[config.mk]
export PLATFORM = sky130hd
export DESIGN_NAME = decode_stage_flat
export DESIGN_NICKNAME = d
export VERILOG_FILES = /design/src/rtl/decode_if.sv /design/src/rtl/decode_stage.sv /design/src/flat_wrapper.sv
export SDC_FILE = /design/constraint.sdc
export NUM_CORES = 1
export LEC_CHECK = 0
export ABC_AREA = 1
export BUFFER_PORTS_ARGS = -buffer_cell sky130_fd_sc_hd__buf_2
export CORE_MARGIN = 2
export CORE_UTILIZATION = 45
export CTS_BUF_LIST = sky130_fd_sc_hd__clkbuf_4
export DETAILED_ROUTE_END_ITERATION = 7
export PLACE_DENSITY = 0.77
export SETUP_SLACK_MARGIN = 0.1
export SLEW_MARGIN = 30
export SYNTH_ARGS = -nofsm -noshare
export SYNTH_HDL_FRONTEND = slang
export SYNTH_SLANG_ARGS = --single-unit
[constraint.sdc]
create_clock -name clk -period 1.6 [get_ports clk]
set_input_delay 0.08 -clock clk [delete_from_list [all_inputs] [get_ports clk]]
set_output_delay 0.08 -clock clk [all_outputs]
set_load 0.02 [all_outputs]
[src/rtl/decode_if.sv]
// decode_if: handshake and control-bundle signals between fetch, decode and execute
interface decode_if #(
    parameter int XLEN  = 32,
    parameter int CNT_W = 8
);
    logic             in_valid;
    logic             in_ready;
    logic [31:0]      in_instr;
    logic [XLEN-1:0]  in_pc;
    logic             flush;
    logic             out_valid;
    logic             out_ready;
    logic [XLEN-1:0]  out_pc;
    logic [1:0]       result_src;
    logic             mem_write;
    logic [4:0]       alu_control;
    logic             alu_src;
    logic [2:0]       immediate_control;
    logic             reg_write;
    logic             branch;
    logic [2:0]       branch_funct3;
    logic             jump;
    logic             illegal;
    logic [CNT_W-1:0] illegal_count;

    modport master (
        output in_valid, in_instr, in_pc, flush, out_ready,
        input  in_ready, out_valid, out_pc, result_src, mem_write, alu_control, alu_src,
               immediate_control, reg_write, branch, branch_funct3, jump, illegal, illegal_count
    );

    modport slave (
        input  in_valid, in_instr, in_pc, flush, out_ready,
        output in_ready, out_valid, out_pc, result_src, mem_write, alu_control, alu_src,
               immediate_control, reg_write, branch, branch_funct3, jump, illegal, illegal_count
    );
endinterface

[src/rtl/decode_stage.sv]
// decode_stage: RV32I(M) instruction decode into a one-entry registered control bundle
module decode_stage #(
    parameter int XLEN     = 32,
    parameter bit ENABLE_M = 1'b0,
    parameter int CNT_W    = 8
) (
    input logic     clk,
    input logic     reset,
    decode_if.slave bus
);
    typedef struct packed {
        logic [1:0] rs;
        logic       mw;
        logic [4:0] alu;
        logic       asrc;
        logic [2:0] imm;
        logic       rw;
        logic       br;
        logic [2:0] bf3;
        logic       jmp;
        logic       ill;
    } ctl_t;

    localparam logic [6:0] OP_R      = 7'b0110011;
    localparam logic [6:0] OP_I      = 7'b0010011;
    localparam logic [6:0] OP_LOAD   = 7'b0000011;
    localparam logic [6:0] OP_STORE  = 7'b0100011;
    localparam logic [6:0] OP_BRANCH = 7'b1100011;
    localparam logic [6:0] OP_JAL    = 7'b1101111;
    localparam logic [6:0] OP_JALR   = 7'b1100111;
    localparam logic [6:0] OP_LUI    = 7'b0110111;
    localparam logic [6:0] OP_AUIPC  = 7'b0010111;

    localparam logic [4:0] ALU_ADD   = 5'd0;
    localparam logic [4:0] ALU_SUB   = 5'd1;
    localparam logic [4:0] ALU_AND   = 5'd2;
    localparam logic [4:0] ALU_OR    = 5'd3;
    localparam logic [4:0] ALU_XOR   = 5'd4;
    localparam logic [4:0] ALU_SLL   = 5'd5;
    localparam logic [4:0] ALU_SRL   = 5'd6;
    localparam logic [4:0] ALU_SRA   = 5'd7;
    localparam logic [4:0] ALU_SLT   = 5'd8;
    localparam logic [4:0] ALU_SLTU  = 5'd9;
    localparam logic [4:0] ALU_PASSB = 5'd10;

    logic [6:0]       op;
    logic [6:0]       f7;
    logic [2:0]       f3;
    logic [4:0]       base_alu;
    logic             accept;
    ctl_t             dec;
    ctl_t             bundle_d, bundle_q;
    logic [XLEN-1:0]  pc_d, pc_q;
    logic             valid_d, valid_q;
    logic [CNT_W-1:0] cnt_d, cnt_q;

    assign op = bus.in_instr[6:0];
    assign f3 = bus.in_instr[14:12];
    assign f7 = bus.in_instr[31:25];

    // funct3 to ALU op for the plain (funct7 = 0) register/immediate forms
    always_comb begin
        base_alu = f3 == 3'd0 ? ALU_ADD  :
                   f3 == 3'd1 ? ALU_SLL  :
                   f3 == 3'd2 ? ALU_SLT  :
                   f3 == 3'd3 ? ALU_SLTU :
                   f3 == 3'd4 ? ALU_XOR  :
                   f3 == 3'd5 ? ALU_SRL  :
                   f3 == 3'd6 ? ALU_OR   : ALU_AND;
    end

    // combinational decode of the incoming word; unrecognised words leave only ill set
    always_comb begin
        dec = '0;
        case (op)
            OP_R: begin
                if (f7 == 7'h00 || (f7 == 7'h20 && (f3 == 3'd0 || f3 == 3'd5))) begin
                    dec.alu = f7[5] ? (f3 == 3'd0 ? ALU_SUB : ALU_SRA) : base_alu;
                    dec.rw  = 1'b1;
                end else if (f7 == 7'h01 && ENABLE_M) begin
                    dec.alu = 5'd16 + {2'b00, f3};
                    dec.rw  = 1'b1;
                end else begin
                    dec.ill = 1'b1;
                end
            end
            OP_I: begin
                if ((f3 == 3'd1 && f7 != 7'h00) || (f3 == 3'd5 && f7 != 7'h00 && f7 != 7'h20)) begin
                    dec.ill = 1'b1;
                end else begin
                    dec.alu  = (f3 == 3'd5 && f7[5]) ? ALU_SRA : base_alu;
                    dec.asrc = 1'b1;
                    dec.rw   = 1'b1;
                end
            end
            OP_LOAD: begin
                dec.asrc = 1'b1;
                dec.rs   = 2'd1;
                dec.rw   = 1'b1;
            end
            OP_STORE: begin
                dec.asrc = 1'b1;
                dec.imm  = 3'd1;
                dec.mw   = 1'b1;
            end
            OP_BRANCH: begin
                if (f3 == 3'd2 || f3 == 3'd3) begin
                    dec.ill = 1'b1;
                end else begin
                    dec.alu = ALU_SUB;
                    dec.imm = 3'd2;
                    dec.br  = 1'b1;
                    dec.bf3 = f3;
                end
            end
            OP_JAL: begin
                dec.imm = 3'd3;
                dec.rs  = 2'd2;
                dec.jmp = 1'b1;
                dec.rw  = 1'b1;
            end
            OP_JALR: begin
                dec.asrc = 1'b1;
                dec.rs   = 2'd2;
                dec.jmp  = 1'b1;
                dec.rw   = 1'b1;
            end
            OP_LUI: begin
                dec.alu  = ALU_PASSB;
                dec.imm  = 3'd4;
                dec.asrc = 1'b1;
                dec.rw   = 1'b1;
            end
            OP_AUIPC: begin
                dec.imm  = 3'd4;
                dec.asrc = 1'b1;
                dec.rw   = 1'b1;
            end
            default: dec.ill = 1'b1;
        endcase
    end

    // output-register next state: flush wins, then accept, otherwise hold until handed off
    always_comb begin
        accept   = bus.in_valid && bus.in_ready && !bus.flush;
        bundle_d = accept ? dec : bundle_q;
        pc_d     = accept ? bus.in_pc : pc_q;
        valid_d  = bus.flush ? 1'b0 : accept ? 1'b1 : valid_q && !bus.out_ready;
        cnt_d    = (accept && dec.ill && cnt_q != {CNT_W{1'b1}}) ? cnt_q + 1'b1 : cnt_q;
    end

    // state registers, cleared asynchronously while reset is low
    always_ff @(posedge clk or negedge reset) begin
        if (!reset) begin
            bundle_q <= '0;
            pc_q     <= '0;
            valid_q  <= 1'b0;
            cnt_q    <= '0;
        end else begin
            bundle_q <= bundle_d;
            pc_q     <= pc_d;
            valid_q  <= valid_d;
            cnt_q    <= cnt_d;
        end
    end

    assign bus.in_ready          = !valid_q || bus.out_ready;
    assign bus.out_valid         = valid_q;
    assign bus.out_pc            = pc_q;
    assign bus.result_src        = bundle_q.rs;
    assign bus.mem_write         = bundle_q.mw;
    assign bus.alu_control       = bundle_q.alu;
    assign bus.alu_src           = bundle_q.asrc;
    assign bus.immediate_control = bundle_q.imm;
    assign bus.reg_write         = bundle_q.rw;
    assign bus.branch            = bundle_q.br;
    assign bus.branch_funct3     = bundle_q.bf3;
    assign bus.jump              = bundle_q.jmp;
    assign bus.illegal           = bundle_q.ill;
    assign bus.illegal_count     = cnt_q;
endmodule
[src/flat_wrapper.sv]
// flat-port wrapper written by rule: the top's interface ports become plain ports
module decode_stage_flat 
#(
    parameter int XLEN     = 32,
    parameter bit ENABLE_M = 1'b0,
    parameter int CNT_W    = 8
)
  (clk, reset, bus_in_valid, bus_in_instr, bus_in_pc, bus_flush, bus_out_ready, bus_in_ready, bus_out_valid, bus_out_pc, bus_result_src, bus_mem_write, bus_alu_control, bus_alu_src, bus_immediate_control, bus_reg_write, bus_branch, bus_branch_funct3, bus_jump, bus_illegal, bus_illegal_count);
  decode_if #(.XLEN(XLEN), .CNT_W(CNT_W)) bus_i ();
  input logic clk;
  input logic reset;
  input wire logic [$bits(bus_i.in_valid)-1:0] bus_in_valid;
  input wire logic [$bits(bus_i.in_instr)-1:0] bus_in_instr;
  input wire logic [$bits(bus_i.in_pc)-1:0] bus_in_pc;
  input wire logic [$bits(bus_i.flush)-1:0] bus_flush;
  input wire logic [$bits(bus_i.out_ready)-1:0] bus_out_ready;
  output wire logic [$bits(bus_i.in_ready)-1:0] bus_in_ready;
  output wire logic [$bits(bus_i.out_valid)-1:0] bus_out_valid;
  output wire logic [$bits(bus_i.out_pc)-1:0] bus_out_pc;
  output wire logic [$bits(bus_i.result_src)-1:0] bus_result_src;
  output wire logic [$bits(bus_i.mem_write)-1:0] bus_mem_write;
  output wire logic [$bits(bus_i.alu_control)-1:0] bus_alu_control;
  output wire logic [$bits(bus_i.alu_src)-1:0] bus_alu_src;
  output wire logic [$bits(bus_i.immediate_control)-1:0] bus_immediate_control;
  output wire logic [$bits(bus_i.reg_write)-1:0] bus_reg_write;
  output wire logic [$bits(bus_i.branch)-1:0] bus_branch;
  output wire logic [$bits(bus_i.branch_funct3)-1:0] bus_branch_funct3;
  output wire logic [$bits(bus_i.jump)-1:0] bus_jump;
  output wire logic [$bits(bus_i.illegal)-1:0] bus_illegal;
  output wire logic [$bits(bus_i.illegal_count)-1:0] bus_illegal_count;
  assign bus_i.in_valid = bus_in_valid;
  assign bus_i.in_instr = bus_in_instr;
  assign bus_i.in_pc = bus_in_pc;
  assign bus_i.flush = bus_flush;
  assign bus_i.out_ready = bus_out_ready;
  assign bus_in_ready = bus_i.in_ready;
  assign bus_out_valid = bus_i.out_valid;
  assign bus_out_pc = bus_i.out_pc;
  assign bus_result_src = bus_i.result_src;
  assign bus_mem_write = bus_i.mem_write;
  assign bus_alu_control = bus_i.alu_control;
  assign bus_alu_src = bus_i.alu_src;
  assign bus_immediate_control = bus_i.immediate_control;
  assign bus_reg_write = bus_i.reg_write;
  assign bus_branch = bus_i.branch;
  assign bus_branch_funct3 = bus_i.branch_funct3;
  assign bus_jump = bus_i.jump;
  assign bus_illegal = bus_i.illegal;
  assign bus_illegal_count = bus_i.illegal_count;
  decode_stage #(.XLEN(XLEN), .ENABLE_M(ENABLE_M), .CNT_W(CNT_W)) u_core (.clk(clk), .reset(reset), .bus(bus_i));
endmodule
==> qor.csv <==
stage,metric,value,unit
detailed_routing,drt-pass1-iter-count,4,
die,ioPinCount,130,
logic_synthesis,syn-cell-area,2830,um2
timing,fin_skew,0.0159,ns
min_path,hold_path.class,input port to flip-flop,
layout,n_fill_cell,477,
timing,tns,0,ns
global_routing,grt_pass1_wl,12.6,mm
layout,regArea,1480,um2
setup_path,critPathTopFamily,simple AND/OR/NAND/NOR gates,
pwr,powerDensity,1020,nW/um2
logic_synthesis,ys_types,31,
setup_path,required,1.87,ns
global_routing,grt-ovfl-total,0,
setup_path,slowest_delay,0.53,ns
timing,max_freq,707,MHz
placed_design,place_area,3500,um2
die,rows,28,
placed_design,port_buffers,113,
detailed_routing,drt_wl_total,7.63,mm
timing,post-route-min-period,1.41,ns
layout,drive_gt1_frac,0.340,
timing,hold_viol_final,0,
clocking,clkSinkCount,59,
logic_synthesis,synth_cells,349,
timing,setup_viol,0,
layout,nNetsFinal,577,
global_routing,grt_pass1_vias,2779,
layout,fin_area,4110,um2
pwr,clock_power_share,0.310,
setup_path,arrival,1.68,ns
detailed_routing,postRouteAntennaNets,0,
clocking,ctsHtreeMaxLevel,3,
pwr,swShare,0.316,
clocking,cts.clk_slew.worst_paths,0.09,ns
setup_path,crit_buf_inv,2,
logic_synthesis,avgSynthCellArea,8.11,um2
setup_path,path_cells,dlygate4sd3_1 -> buf_2 -> nor2_1 -> nand2_4 -> nor2_4 -> nand4_4 -> nand2_8 -> nand2_8 -> nand2_1 -> nand2_1,
timing,report.final.slew_viol_count,0,
logic_synthesis,ys_ff_latch,59,
pwr,p_leak,2.31,nW
detailed_routing,detail_route.iter0.violations,154,
timing,rsz0062_at_grt,yes,
layout,multi_input_area,1280,um2
die,core,5990,um2
detailed_routing,drc_errors,0,
die,die_area,6940,um2
clocking,cts_buffer_depth,2,
clocking,clockRootBuffer,clkbuf_4,
logic_synthesis,syn_nets,419,
layout,layout_commonest_cell,nand2_1,
clocking,cts_tree,done,
clocking,cts_buffers,9,
placed_design,place_hpwl,4.94,mm
logic_synthesis,yosysSeqAreaShare,0.522,
setup_path,cp-end-kind,flip-flop,
layout,syn_to_final_growth,45.2,%
logic_synthesis,ys.warnings.count,0,
global_routing,grt_start_max_net_pins,60,
clocking,insertion_delay,0.38,ns
outcome,outcome,"finished, final reports clean",
global_routing,antenna_found_initial,0,
detailed_routing,routedWlPerCell,13.0,um
setup_path,setup.worst_path.class,input port to flip-flop,
layout,diodes,0,
pwr,pwr-share-seq,0.435,
layout,final_util,0.686,
flow_run,max_cap_violations,0,
die,die_x,83.3,um
layout,layout_common_cells,"160 x nand2_1, 113 x buf_2, 57 x dfrtp_1",
detailed_routing,num_vias,2849,
detailed_routing,vias_per_cell,4.85,
setup_path,worst_setup_path_start_kind,input port,
global_routing,grt_usage,0.223,
pwr,p_sw,1.33,mW
die,start_util,0.472,
placed_design,gp_congestion,0.896,
setup_path,cp_max_fo,9,
pwr,pwr-share-comb,0.254,
pwr,p_int,2.87,mW
die,die_h,83.3,um
pwr,max-vdd-ir-drop,0.000688,V
setup_path,slowest_stage,dlygate4sd3_1,
timing,min_period_over_period,0.884,
## cell usage after synthesis
library cell / instances / area (um2)
nor2_1: 17 / 63.8
nand4_4: 1 / 21.3
nand2_4: 1 / 11.3
o21ai_0: 5 / 25.0
ha_1: 1 / 12.5
o2111ai_1: 1 / 8.76
buf_4: 1 / 7.51
nor2_4: 4 / 45.0
nand2_8: 2 / 40.0
buf_2: 4 / 20.0
inv_4: 1 / 6.26
nor3_1: 1 / 5.00
nand2_1: 162 / 608
o22ai_1: 1 / 6.26
nand3b_1: 1 / 7.51
dfrtp_1: 59 / 1480
nand3_1: 27 / 135
nand4_1: 5 / 31.3
o21ai_1: 1 / 5.00
nand2_2: 11 / 68.8
a41oi_1: 1 / 8.76
inv_2: 6 / 22.5
a21oi_1: 1 / 5.00
xnor2_1: 2 / 17.5
clkbuf_1: 3 / 11.3
nand3_2: 3 / 30.0
buf_1: 2 / 7.51
nor2_2: 3 / 18.8
conb_1: 1 / 3.75
inv_1: 17 / 63.8
xor2_1: 4 / 35.0
## worst reg2reg max path: cells and delay by family (launching register included)
| kind | cells | cell delay (ns) |
|---|---|---|
| flip-flops | 1 | 0.45 |
| AND/OR/NAND/NOR | 6 | 0.70 |
| adder cells (fa/ha/maj) | 1 | 0.19 |
## metal layers
metal	routed length, um	global-route usage	up-vias	part of all wire
met4	141	0.0849	0	0.018
met3	497	0.0557	17	0.065
met2	3730	0.374	113	0.49
met1	3260	0.277	1313	0.43
met5	0	0	-	0
li1	-	-	1406	-
## through the flow
stage          total power, mW  cells  setup WS (ns)  hold slack, ns
6_report                  4.20    587          0.185          0.0279
5_1_grt                   4.41    587         0.0564          0.0426
4_1_cts                   4.14    584          0.118         0.00383
3_5_place_dp              2.77    532         0.0770           0.109
3_3_place_gp              2.73    532          0.150           0.105
2_1_floorplan             2.38    349          0.110          -0.216
## registers in the layout (all words and copies together) (netlist names)
name	count
u_core.bus.illegal_count	8
u_core.bus.reg_write	1
u_core.bus.alu_control	4
u_core.bus.out_valid	1
u_core.bus.branch_funct3	3
u_core.bus.immediate_control	3
u_core.bus.branch	1
u_core.bus.alu_src	1
u_core.bus.mem_write	1
u_core.bus.illegal	1
u_core.bus.jump	1
u_core.bus.result_src	2
u_core.bus.out_pc	32
## kinds of logic (layout without fill, tap and decap cells)
kind of cell | count (synthesis) | in the layout | synth area share
buffers and inverters | 34 | 196 | 0.0491
flip-flops | 59 | 59 | 0.522
AND/OR/NAND/NOR | 238 | 239 | 0.384
other | 1 | 1 | 0.00133
AO/OA/AOI/OAI | 10 | 10 | 0.0208
XOR/XNOR | 6 | 6 | 0.0186
adder cells (fa/ha/maj) | 1 | 1 | 0.00442
## worst paths after layout
kind | depth (start not counted) | to | slack, ns | startpoint
setup / recovery | 10 | u_core.bus.illegal_count[0] | 0.19 | bus_flush
hold / removal | 3 | u_core.bus.branch_funct3[0] | 0.03 | bus_in_instr[12]
setup reg to reg | 7 | u_core.bus.illegal_count[0] | 0.20 | u_core.bus.illegal_count[1]
hold reg to reg | 2 | u_core.bus.out_pc[21] | 0.48 | u_core.bus.out_pc[21]
max in group asynchronous | 3 | u_core.bus.illegal_count[0] | 1.08 | reset
min in group asynchronous | 3 | u_core.bus.out_pc[15] | 0.22 | reset
## power groups by stage
| stage | sequential [mW] | clock [mW] | combinational [mW] |
|---|---|---|---|
| finish | 1.83 | 1.30 | 1.07 |
| global route | 1.85 | 1.40 | 1.16 |
| CTS | 1.81 | 1.33 | 1.01 |
| detailed placement | 1.83 | 0 | 0.941 |
| global placement | 1.83 | 0 | 0.907 |
| floorplan | 2.06 | 0 | 0.321 |
## final cells by class
class	instances	area share
Timing Repair Buffer	156	0.241
Multi-Input combinational cell	257	0.311
Clock buffer	9	0.0164
Sequential cell	59	0.360
Inverter	24	0.0231
Clock inverter	7	0.0259
Tap cell	75	0.0228
## what timing repair did
item / CTS / global route
endpoints found under the hold margin: 93 / 0
pin swaps: 0 / 3
gates cloned: 0 / 1
setup endpoints to repair: 8 / 13
hold buffers: 36 / 0
resized for setup: 2 / 9
buffers inserted: 0 / 2
Power figures use the tool's default switching activity.
